$ cat config.mk
export PLATFORM = sky130hd
export DESIGN_NAME = tsc_frame_reader_flat
export DESIGN_NICKNAME = d
export VERILOG_FILES = /design/src/rtl/tsc_frame_reader_if.sv /design/src/rtl/tsc_frame_reader.sv /design/src/flat_wrapper.sv
export SDC_FILE = /design/constraint.sdc
export NUM_CORES = 1
export LEC_CHECK = 0
export ABC_AREA = 1
export BUFFER_PORTS_ARGS = -buffer_cell sky130_fd_sc_hd__buf_2
export CAP_MARGIN = 20
export CORE_MARGIN = 2
export CORE_UTILIZATION = 50
export DETAILED_ROUTE_END_ITERATION = 12
export GPL_TIMING_DRIVEN = 0
export PLACE_DENSITY_LB_ADDON = 0.2
export SYNTH_ARGS = -nofsm -noshare
export SYNTH_HDL_FRONTEND = slang
export SYNTH_SLANG_ARGS = --single-unit
$ cat constraint.sdc
create_clock -name clk -period 2.4 [get_ports clk]
set_input_delay 0.48 -clock clk [delete_from_list [all_inputs] [get_ports clk]]
set_output_delay 0.48 -clock clk [all_outputs]
set_load 0.05 [all_outputs]
$ cat src/rtl/tsc_frame_reader_if.sv
// Host-side bundle between the trigger-surround cache, the frame reader and the
// downstream frame consumer.
interface tsc_frame_reader_if #(
    parameter int AW = 5
);
    logic          cd;
    logic [31:0]   trigtm;
    logic          sbf;
    logic [7:0]    dat;
    logic          dat_vld;
    logic          sd;
    logic [AW-1:0] rd_addr;
    logic [7:0]    rd_data;
    logic          frame_rdy;
    logic          frame_err;
    logic [AW:0]   byte_cnt;
    logic [7:0]    chksum;
    logic [31:0]   trig_time;
    logic          ack;

    modport master (
        output cd, trigtm, dat, dat_vld, sd, rd_addr, ack,
        input  sbf, rd_data, frame_rdy, frame_err, byte_cnt, chksum, trig_time
    );

    modport slave (
        input  cd, trigtm, dat, dat_vld, sd, rd_addr, ack,
        output sbf, rd_data, frame_rdy, frame_err, byte_cnt, chksum, trig_time
    );
endinterface

$ cat src/rtl/tsc_frame_reader.sv
// Receives one trigger-surround cache dump into a local frame RAM, tracking byte
// count, checksum and trigger time, and holds the frame until downstream acks.
module tsc_frame_reader #(
    parameter int BUF_LEN = 32,
    parameter int AW      = 5,
    parameter int TIMEOUT = 255
) (
    input  logic              clk,
    input  logic              reset,
    tsc_frame_reader_if.slave bus
);
    localparam int            TW       = $clog2(TIMEOUT + 1);
    localparam logic [AW:0]   FULL     = (AW+1)'(BUF_LEN);
    localparam logic [TW-1:0] TMO_LAST = TW'(TIMEOUT - 1);

    typedef enum logic [2:0] {WAIT_CD, REQ, RECV, DONE, ERR} state_t;

    state_t        state, state_nx;
    logic [AW:0]   cnt, cnt_nx;
    logic [7:0]    chk, chk_nx;
    logic [31:0]   trig, trig_nx;
    logic [TW-1:0] tmo, tmo_nx;
    logic          wr_en;
    logic [7:0]    ram [2**AW];
    logic [7:0]    rd_q;

    function automatic logic [7:0] chk_add(input logic [7:0] acc, input logic [7:0] b);
        return acc + b;
    endfunction

    always_comb begin
        state_nx = state;
        cnt_nx   = cnt;
        chk_nx   = chk;
        trig_nx  = trig;
        tmo_nx   = tmo;
        wr_en    = 1'b0;
        unique case (state)
            WAIT_CD: begin
                if (bus.cd) begin
                    trig_nx  = bus.trigtm;
                    cnt_nx   = '0;
                    chk_nx   = '0;
                    tmo_nx   = '0;
                    state_nx = REQ;
                end
            end
            REQ, RECV: begin
                // A byte beyond a full buffer is dropped and kills the frame.
                if (bus.dat_vld && cnt == FULL) begin
                    state_nx = ERR;
                end else begin
                    if (bus.dat_vld) begin
                        wr_en    = 1'b1;
                        cnt_nx   = cnt + 1'b1;
                        chk_nx   = chk_add(chk, bus.dat);
                        tmo_nx   = '0;
                        state_nx = RECV;
                    end
                    if (bus.sd) begin
                        state_nx = (cnt_nx == FULL) ? DONE : ERR;
                    end else if (!bus.dat_vld) begin
                        if (tmo == TMO_LAST) state_nx = ERR;
                        else                 tmo_nx   = tmo + 1'b1;
                    end
                end
            end
            DONE, ERR: begin
                if (bus.ack) state_nx = WAIT_CD;
            end
            default: state_nx = WAIT_CD;
        endcase
    end

    always_ff @(posedge clk) begin
        if (!reset) begin
            state <= WAIT_CD;
            cnt   <= '0;
            chk   <= '0;
            trig  <= '0;
            tmo   <= '0;
        end else begin
            state <= state_nx;
            cnt   <= cnt_nx;
            chk   <= chk_nx;
            trig  <= trig_nx;
            tmo   <= tmo_nx;
        end
    end

    // Frame RAM keeps its contents across reset; only the write is blocked.
    always_ff @(posedge clk) begin
        if (reset && wr_en) ram[cnt[AW-1:0]] <= bus.dat;
    end

    always_ff @(posedge clk) begin
        if (!reset) rd_q <= '0;
        else        rd_q <= ram[bus.rd_addr];
    end

    assign bus.sbf       = (state == REQ);
    assign bus.frame_rdy = (state == DONE);
    assign bus.frame_err = (state == ERR);
    assign bus.byte_cnt  = cnt;
    assign bus.chksum    = chk;
    assign bus.trig_time = trig;
    assign bus.rd_data   = rd_q;
endmodule

$ cat src/flat_wrapper.sv
// flat-port wrapper written by rule: the top's interface ports become plain ports
module tsc_frame_reader_flat 
#(
    parameter int BUF_LEN = 32,
    parameter int AW      = 5,
    parameter int TIMEOUT = 255
)
  (clk, reset, bus_cd, bus_trigtm, bus_dat, bus_dat_vld, bus_sd, bus_rd_addr, bus_ack, bus_sbf, bus_rd_data, bus_frame_rdy, bus_frame_err, bus_byte_cnt, bus_chksum, bus_trig_time);
  tsc_frame_reader_if #(.AW(AW)) bus_i ();
  input  logic clk;
  input  logic reset;
  input wire logic [$bits(bus_i.cd)-1:0] bus_cd;
  input wire logic [$bits(bus_i.trigtm)-1:0] bus_trigtm;
  input wire logic [$bits(bus_i.dat)-1:0] bus_dat;
  input wire logic [$bits(bus_i.dat_vld)-1:0] bus_dat_vld;
  input wire logic [$bits(bus_i.sd)-1:0] bus_sd;
  input wire logic [$bits(bus_i.rd_addr)-1:0] bus_rd_addr;
  input wire logic [$bits(bus_i.ack)-1:0] bus_ack;
  output wire logic [$bits(bus_i.sbf)-1:0] bus_sbf;
  output wire logic [$bits(bus_i.rd_data)-1:0] bus_rd_data;
  output wire logic [$bits(bus_i.frame_rdy)-1:0] bus_frame_rdy;
  output wire logic [$bits(bus_i.frame_err)-1:0] bus_frame_err;
  output wire logic [$bits(bus_i.byte_cnt)-1:0] bus_byte_cnt;
  output wire logic [$bits(bus_i.chksum)-1:0] bus_chksum;
  output wire logic [$bits(bus_i.trig_time)-1:0] bus_trig_time;
  assign bus_i.cd = bus_cd;
  assign bus_i.trigtm = bus_trigtm;
  assign bus_i.dat = bus_dat;
  assign bus_i.dat_vld = bus_dat_vld;
  assign bus_i.sd = bus_sd;
  assign bus_i.rd_addr = bus_rd_addr;
  assign bus_i.ack = bus_ack;
  assign bus_sbf = bus_i.sbf;
  assign bus_rd_data = bus_i.rd_data;
  assign bus_frame_rdy = bus_i.frame_rdy;
  assign bus_frame_err = bus_i.frame_err;
  assign bus_byte_cnt = bus_i.byte_cnt;
  assign bus_chksum = bus_i.chksum;
  assign bus_trig_time = bus_i.trig_time;
  tsc_frame_reader #(.BUF_LEN(BUF_LEN), .AW(AW), .TIMEOUT(TIMEOUT)) u_core (.clk(clk), .reset(reset), .bus(bus_i));
endmodule
==> results.tsv, run 1 <==
metric	value	unit
Site Rows	59	
Antenna Cells	0	
Die ar.	27800	um^2
Reg-to-Reg Start	u_core.bus.byte_cnt[1]$_SDFFE_PN0P_	
sequential share of the synthesized area	67.9	%
RSZ-0062 raised after global routing	no	
layout cell share with drive strength beyond 1	19.5	%
Die Height	167	um
io pins	108	
drt pass-1 iters	5	
hold_buf cts	0	
critical path peak fanout	8	
Slew @ Worst Pin	0.799	ns
Routed WL per cell	21.4	um
TritonCTS buffer count	35	
total grt overflow	0	
Logic pwr share	15.6	%
predominant post-synthesis flop cell	edfxtp_1	
Async S/R FF share, synth	0	%
Hold Path Class	in2reg	
final period utilization	95.8	%
CP cell instances	inv_1 -> ha_1 -> nand3_1 -> nand2_1 -> nor3_4 -> buf_12 -> nand2_8 -> nor2_4	
Final Hold Fails	0	
Syn Nets	1229	
clock latency on the worst-skew pair	0.52	ns
Peak VDD IR	0.000609	V
Net Sw Frac	27.8	%
max-cap violations	0	
CTS tree	yes	
largest net degree at the start of global routing	35	
Layout area overhead	18.8	%
clock power share	38.0	%
post-synth cell types	42	
Flop pwr share	46.4	%
worst reg2reg endpoint	u_core.ram[15][3]$_DFFE_PP_	
Period minus WS final	2.30	ns
R2R depth	8	
fmax	435	MHz
syn avg cell area	11.4	um^2
worst setup path start	u_core.bus.byte_cnt[1]$_SDFFE_PN0P_	
warnings from Yosys	0	
status	complete, no violations	
final core occ	60.4	%
slowest stage delay, CP	0.40	ns
pwr/cell area	858	nW/um^2
drt drc	0	
Critical path destination	u_core.ram[15][3]$_DFFE_PP_	
final wirelength	35800	um
placed wire-length estimate	23200	um
I/O Buffers	103	
Crit-path slowest cell	dfxtp_2	
Sink Count	321	
CP Class	reg2reg	
htree depth	2	
Pint	9.74	mW
commonest cells after routing, fill and taps aside	edfxtp_1 (256), nor2_1 (167), nand2_1 (147)	
slew margin rel.	46.7	%
#FFs+latches synth	321	
vias in the first global route	9383	
Worst Path Arrival	2.48	ns
Via Count	9709	
Final Wtd Congestion	0.901	
CTS max path bufs	3	
CP endpoint kind	register	
Via density	5.80	
clk slew on worst S/H paths	0.06	ns
gr usage total	25.8	%
CP startpoint kind	register	
number of routed nets with antenna violations	0	
Root Driver	clkbuf_16	
Setup violations, final	0	
DIE WIDTH	167	um
most common cell after layout, fill and taps aside	edfxtp_1	
NetSw	3.75	mW
fin. max-slew vios	0	
nets	1378	
Power Total	13.5	mW
clk_skew	0.0258	ns
core area	26100	um^2
R2R setup slack	0.1	ns
CP Data Required Time	2.58	ns
Mapped Area	13200	um^2
Starting Density	50.8	%
EDFF count, synth	256	
initial antenna violation count	0	
DR iter-0 viols	1070	
first-pass GRT wire length	54500	um
synthesized instance count	1164	
Leak	5.54	nW
[through the flow]
| step | hold WS (ns) | setup WS (ns) | TNS, ns | cells | area (um^2) |
|---|---|---|---|---|---|
| final | 0.215 | 0.100 | 0 | 1673 | 15700 |
| after global routing | 0.213 | 0.0139 | 0 | 1673 | 15700 |
| after CTS | 0.198 | -0.117 | -5.96 | 1664 | 15500 |
| after detailed placement | 0.453 | -0.359 | -59.58 | 1602 | 14200 |
| after global placement | 0.448 | -0.309 | -50.32 | 1602 | 14200 |
| after floorplan | 0.443 | 0.0791 | 0 | 1164 | 13200 |
[critical path: cells and delay by family (launching register included)]
kind                       cells  cell delay (ns)
adders and majority gates      1             0.27
and+or+nand+nor                5             0.97
buffers and inverters          2             0.31
DFF                            1             0.40
[how the worst min path moves through the flow]
stage | from | to | slack (ns) | cells after the start
final | bus_trigtm[24] | u_core.bus.trig_time[24]$_SDFFE_PN0P_ | 0.22 | 3
after floorplan | u_core.tmo[6]$_SDFFE_PN0P_ | u_core.tmo[6]$_SDFFE_PN0P_ | 0.44 | 2
after global placement | u_core.bus.trig_time[9]$_SDFFE_PN0P_ | u_core.bus.trig_time[9]$_SDFFE_PN0P_ | 0.45 | 2
after detailed placement | u_core.bus.trig_time[25]$_SDFFE_PN0P_ | u_core.bus.trig_time[25]$_SDFFE_PN0P_ | 0.45 | 2
after global routing | bus_trigtm[13] | u_core.bus.trig_time[13]$_SDFFE_PN0P_ | 0.21 | 3
after CTS | bus_trigtm[26] | u_core.bus.trig_time[26]$_SDFFE_PN0P_ | 0.20 | 3
[flip-flops by register name, indices dropped and copies added (netlist names)]
name and cells:
u_core.bus.chksum 8, u_core.state 3, u_core.bus.rd_data 8, u_core.ram 256, u_core.tmo 8, u_core.bus.byte_cnt 6
u_core.bus.trig_time 32
[layer usage]
| metal | part of all wire (%) | up-vias | GRT usage (%) | routed length (um) |
|---|---|---|---|---|
| met2 | 47 | 502 | 41.2 | 16700 |
| met3 | 9.7 | 75 | 5.58 | 3490 |
| met4 | 3.1 | 0 | 9.45 | 1120 |
| met1 | 41 | 4640 | 35.0 | 14500 |
| li1 | - | 4492 | - | - |
| met5 | 0 | - | 0 | 0 |
[layout make-up]
class | count | area [um^2]
Fill cell | 2064 | 10300
Sequential cell | 321 | 8990
Multi-Input combinational cell | 730 | 4010
Clock buffer | 49 | 1010
Timing Repair Buffer | 112 | 671
Tap cell | 335 | 419
Buffer | 68 | 364
Inverter | 45 | 181
Clock inverter | 13 | 86.3
[kinds of logic (layout without fill, tap and decap cells)]
logic type	Yosys count	after routing	synth area share, %
buffers and inverters	113	287	4.12
AND/OR/NAND/NOR	446	446	14.4
AO/OA/AOI/OAI	266	266	12.0
flip-flops	321	321	67.9
adder cells (fa/ha/maj)	14	14	1.38
XOR/XNOR	4	4	0.265
[power groups by stage]
stage	Sequential (mW)	Combinational, mW	Clock (mW)
floorplan	6.76	1.01	0
global placement	6.37	1.99	0
detailed placement	6.37	2.00	0
CTS	6.26	2.06	5.18
global route	6.28	2.28	5.39
finish	6.26	2.11	5.13
[timing repair]
item	4_1_cts	5_1_grt
buffers inserted	0	9
setup endpoints to repair	256	256
pin swaps	0	11
resized for setup	66	10
[synthesized netlist by cell type, drive strengths merged, types with 2 or more instances]
cell | instances | share of area [%]
o211ai | 8 | 0.45
dfxtp | 65 | 9.8
nand3 | 67 | 2.6
clkinv | 4 | 0.21
buf | 32 | 1.7
xor2 | 3 | 0.20
inv | 41 | 1.2
ha | 13 | 1.2
o221ai | 54 | 3.6
edfxtp | 256 | 58
nor2 | 203 | 5.9
nor3 | 5 | 0.23
nand2 | 160 | 5.0
nand3b | 2 | 0.11
a21oi | 59 | 2.3
clkbuf | 36 | 1.0
nand4 | 7 | 0.38
o21ai | 140 | 5.3
a31oi | 2 | 0.094
Note: power is estimated with default switching activity, not from simulation.
==> run 2, diff against run 1 <==
- CTS_CLUSTER_DIAMETER: default -> 150
- GPL_TIMING_DRIVEN: 0 -> 1
- SETUP_SLACK_MARGIN: default -> 0.1
==> results.tsv, run 2 (synthesis results as in run 1) <==
metric	value	unit	change
most common cell after layout, fill and taps aside	edfxtp_1		unchanged
CP Data Required Time	2.62	ns	was 2.58 ns
placed wire-length estimate	20600	um	was 23200 um
max-cap violations	0		unchanged
Root Driver	clkbuf_16		unchanged
layout filler cell count	2136		was 2064
clock latency on the worst-skew pair	0.51	ns	was 0.52 ns
number of routed nets with antenna violations	0		unchanged
vias in the first global route	9135		was 9383
Setup violations, final	0		unchanged
Die Height	167	um	unchanged
first-pass GRT wire length	50900	um	was 54500 um
layout cell share with drive strength beyond 1	18.4	%	was 19.5%
max reg flops	256		unchanged
gr usage total	23.5	%	was 25.8%
Period minus WS final	2.24	ns	was 2.30 ns
WHS	0.220	ns	was 0.215 ns
Leak	5.58	nW	was 5.54 nW
Layout Cells excl Fill	1659		was 1673
CP startpoint kind	register		unchanged
Die ar.	27800	um^2	unchanged
Sink Count	321		unchanged
commonest cells after routing, fill and taps aside	edfxtp_1 (256), nor2_1 (199), nand2_1 (151)		was edfxtp_1 (256), nor2_1 (167), nand2_1 (147)
post_cts resized	0		was 66
Post-Route Setup TNS	0	ns	unchanged
clk_skew	0.0141	ns	was 0.0258 ns
Antenna Cells	0		unchanged
CTS max path bufs	3		unchanged
Peak VDD IR	0.000669	V	was 0.000609 V
Layout area overhead	16.3	%	was 18.8%
Worst Path Arrival	2.45	ns	was 2.48 ns
RSZ-0062 raised after global routing	yes		was no
final period utilization	93.2	%	was 95.8%
Final Wtd Congestion	0.860		was 0.901
Via Count	9352		was 9709
critical path peak fanout	8		unchanged
Slew @ Worst Pin	0.610	ns	was 0.799 ns
DP Area	14400	um^2	was 14200 um^2
Hold Path Class	in2reg		unchanged
Site Rows	59		unchanged
clk slew on worst S/H paths	0.06	ns	about the same
slew margin rel.	59.3	%	was 46.7%
Power Total	13.1	mW	was 13.5 mW
WL met3	2370	um	was 3490 um
post-CTS setup buffer count	0		unchanged
total grt overflow	0		unchanged
Starting Density	50.8	%	unchanged
fmax	447	MHz	was 435 MHz
DR iter-0 viols	995		was 1070
io pins	108		unchanged
drt drc	0		unchanged
Metal-1 WL	14000	um	was 14500 um
largest net degree at the start of global routing	65		was 35
drt pass-1 iters	5		unchanged
Routed WL per cell	19.6	um	was 21.4 um
CTS tree	yes		unchanged
nets	1364		was 1378
core area	26100	um^2	unchanged
I/O Buffers	107		was 103
Via density	5.64		was 5.80
CP endpoint kind	register		unchanged
htree depth	2		unchanged
Cells after DPL	1598		was 1602
met2 WL	15400	um	was 16700 um
DIE WIDTH	167	um	unchanged
highest routed layer	met4		unchanged
Final Cell Area	15400	um^2	was 15700 um^2
status	complete, no violations		unchanged
CP Class	reg2reg		unchanged
initial antenna violation count	0		unchanged
final wirelength	32600	um	was 35800 um
hold_buf cts	0		unchanged
fin. max-slew vios	0		unchanged
TritonCTS buffer count	34		was 35
pwr/cell area	849	nW/um^2	was 858 nW/um^2
Final Hold Fails	0		unchanged
[run 2: changes by cell type in the layout (fill, tap and decap cells not counted), moves of 4 or more]
cell,before,now
nand2_1,147,151
buf_6,6,0
nor2_4,35,3
buf_4,16,54
clkbuf_1,45,13
buf_2,112,106
nor2_1,167,199
clkinv_2,11,7
[run 2: routing by layer]
metal | vias up | track usage, %
met3 | 61 | 4.54
met2 | 360 | 38.1
met5 | - | 0
met1 | 4479 | 32.3
met4 | 0 | 7.35
li1 | 4452 | -
[run 2: final cells by class]
class	count	area, um^2	area share [%]
clock buffer	49	938	6.10
timing repair buffer	167	1080	6.99
clock inverter	12	82.6	0.536
inverter	45	184	1.19
tap	335	419	2.72
sequential	321	8990	58.4
multi-input combinational	730	3700	24.1
[run 2: worst max-delay path, cell delays in order, from the launching register on]
cell	delay, ns
dfxtp_2	0.37
inv_1	0.12
ha_1	0.24
nand3_1	0.09
nand2_1	0.08
nor3_2	0.22
nand2_1	0.38
nor2_1	0.23
buf_4	0.20
[run 2: path summary, 6_finish.rpt]
path | from | endpoint | slack, ns | depth (start not counted)
max | u_core.bus.byte_cnt[1]$_SDFFE_PN0P_ | u_core.ram[26][6]$_DFFE_PP_ | 0.16 | 8
min | bus_trigtm[8] | u_core.bus.trig_time[8]$_SDFFE_PN0P_ | 0.22 | 3
max reg2reg | u_core.bus.byte_cnt[1]$_SDFFE_PN0P_ | u_core.ram[26][6]$_DFFE_PP_ | 0.16 | 8
min reg2reg | u_core.bus.trig_time[13]$_SDFFE_PN0P_ | u_core.bus.trig_time[13]$_SDFFE_PN0P_ | 0.46 | 2
[run 2: report_power, final]
group / total, mW / switching, mW / internal [mW] / leakage, nW
Clock: 4.86 / 2.03 / 2.83 / 0.500
Combinational: 1.95 / 1.44 / 0.513 / 2.25
Sequential: 6.27 / 0.113 / 6.15 / 2.83
Total: 13.1 / 3.58 / 9.49 / 5.58
[run 2: metrics by stage]
stage / setup slack (ns) / utilization, %
after global routing: 0.0118 / 59.1
after CTS: 0.199 / 59.1
after detailed placement: 0.200 / 55.2
final: 0.164 / 59.1
after global placement: 0.231 / 55.2
after floorplan: 0.0791 / -
==> run 3, diff against run 2 <==
- REMOVE_ABC_BUFFERS: default -> 1
==> results.tsv, run 3 (synthesis results as in run 1) <==
metric	value	unit	change
CTS max path bufs	3		unchanged
critical path peak fanout	8		unchanged
Die Height	167	um	unchanged
DP Area	14400	um^2	about the same
CTS tree	yes		unchanged
Worst Path Arrival	2.29	ns	was 2.45 ns
Root Driver	clkbuf_16		unchanged
max reg flops	256		unchanged
Layout area overhead	17.9	%	was 16.3%
Period minus WS final	2.08	ns	was 2.24 ns
gr usage total	24.7	%	was 23.5%
Starting Density	50.8	%	unchanged
most common cell after layout, fill and taps aside	edfxtp_1		unchanged
Post-Route Setup TNS	0	ns	unchanged
Final Wtd Congestion	0.848		was 0.860
Power Total	13.6	mW	was 13.1 mW
CP Data Required Time	2.62	ns	about the same
I/O Buffers	107		unchanged
number of routed nets with antenna violations	0		unchanged
TritonCTS buffer count	34		unchanged
WHS	0.216	ns	was 0.220 ns
Site Rows	59		unchanged
clk_skew	0.0157	ns	was 0.0141 ns
Routed WL per cell	20.7	um	was 19.6 um
Setup WS post-layout	0.323	ns	was 0.164 ns
RSZ-0062 raised after global routing	no		was yes
Via Count	9495		was 9352
clock latency on the worst-skew pair	0.51	ns	about the same
drt pass-1 iters	5		unchanged
nets	1373		was 1364
Setup violations, final	0		unchanged
Crit-path slowest cell	dfxtp_2		was nand2_1
io pins	108		unchanged
Final Cell Area	15600	um^2	was 15400 um^2
Peak VDD IR	0.000775	V	was 0.000669 V
CP Class	reg2reg		unchanged
final wirelength	34600	um	was 32600 um
final period utilization	86.5	%	was 93.2%
layout cell share with drive strength beyond 1	19.9	%	was 18.4%
placed wire-length estimate	22300	um	was 20600 um
worst slack, placed	0.151	ns	was 0.200 ns
DIE WIDTH	167	um	unchanged
drt drc	0		unchanged
vias in the first global route	9218		was 9135
slew margin rel.	57.3	%	was 59.3%
fin. max-slew vios	0		unchanged
max-cap violations	0		unchanged
total grt overflow	0		unchanged
Leak	5.68	nW	was 5.58 nW
Via density	5.69		was 5.64
CP startpoint kind	register		unchanged
core area	26100	um^2	unchanged
Final Hold Fails	0		unchanged
post-CTS setup buffer count	0		unchanged
initial antenna violation count	2		was 0
DR iter-0 viols	842		was 995
first-pass GRT wire length	53000	um	was 50900 um
pwr/cell area	872	nW/um^2	was 849 nW/um^2
status	complete, no violations		unchanged
Slew @ Worst Pin	0.639	ns	was 0.610 ns
htree depth	2		unchanged
fmax	482	MHz	was 447 MHz
commonest cells after routing, fill and taps aside	edfxtp_1 (256), nor2_1 (198), nand2_1 (150)		was edfxtp_1 (256), nor2_1 (199), nand2_1 (151)
Hold Path Class	in2reg		unchanged
CP cell instances	inv_1 -> ha_1 -> nand3_1 -> nand2_1 -> nor3_4 -> nand2_1 -> buf_4 -> nor2_1 -> buf_4		was inv_1 -> ha_1 -> nand3_1 -> nand2_1 -> nor3_2 -> nand2_1 -> nor2_1 -> buf_4
Sink Count	321		unchanged
CP endpoint kind	register		unchanged
clk slew on worst S/H paths	0.06	ns	about the same
Die ar.	27800	um^2	unchanged
largest net degree at the start of global routing	68		was 65
slowest stage delay, CP	0.39	ns	was 0.38 ns
-- run 3: changes by cell type in the layout (fill, tap and decap cells not counted), sizes merged --
cell,previous run,this run
buf,167,176
clkbuf,49,43
clkinvlp,0,5
bufinv,1,3
diode,0,1
inv,42,41
-- run 3: path summary, 6_finish.rpt --
path,depth (start not counted),endpoint,slack (ns),startpoint
worst min-delay path,3,u_core.bus.trig_time[5]$_SDFFE_PN0P_,0.22,bus_trigtm[5]
worst min register to register,2,u_core.bus.trig_time[15]$_SDFFE_PN0P_,0.46,u_core.bus.trig_time[15]$_SDFFE_PN0P_
worst max-delay path,9,u_core.ram[2][2]$_DFFE_PP_,0.32,u_core.bus.byte_cnt[0]$_SDFFE_PN0P_
worst max register to register,9,u_core.ram[2][2]$_DFFE_PP_,0.32,u_core.bus.byte_cnt[0]$_SDFFE_PN0P_
-- run 3: critical path: cells and delay by family, from the launching register on --
| kind | cells | cell delay, ns |
|---|---|---|
| flip-flops | 1 | 0.39 |
| adder cells (fa/ha/maj) | 1 | 0.25 |
| buffers and inverters | 3 | 0.50 |
| AND/OR/NAND/NOR | 5 | 0.65 |
-- run 3: layer usage --
layer	track usage, %	wire [um]	part of all wire, %	vias to the layer above
met5	0	0	0	-
met4	7.53	921	2.7	0
met3	4.78	2660	7.7	61
met2	39.2	15900	46	418
met1	34.8	15100	44	4547
li1	-	-	-	4469
-- run 3: cell type report --
cell class	count	area, um^2
fill	2174	10500
clock buffer	43	968
inverter	45	184
timing repair buffer	176	1140
clock inverter	18	181
multi-input combinational	730	3720
sequential	321	8990
antenna	1	2.50
tap	335	419
-- run 3: what timing repair did --
action,CTS,global route
resized for setup,0,5
endpoints found under the setup margin,0,96
hold buffers,0,0
-- run 3: where the power goes --
group / leakage, nW / switching, mW / internal, mW
sequential: 2.83 / 0.107 / 6.15
clock: 0.548 / 2.14 / 3.20
combinational: 2.29 / 1.49 / 0.518
total: 5.68 / 3.74 / 9.87
-- run 3: per-stage QoR --
stage / cells / util, %
global placement: 1607 / 55.4
global route: 1669 / 59.9
CTS: 1668 / 59.8
floorplan: 1096 / -
detailed placement: 1607 / 55.4
finish: 1669 / 59.9
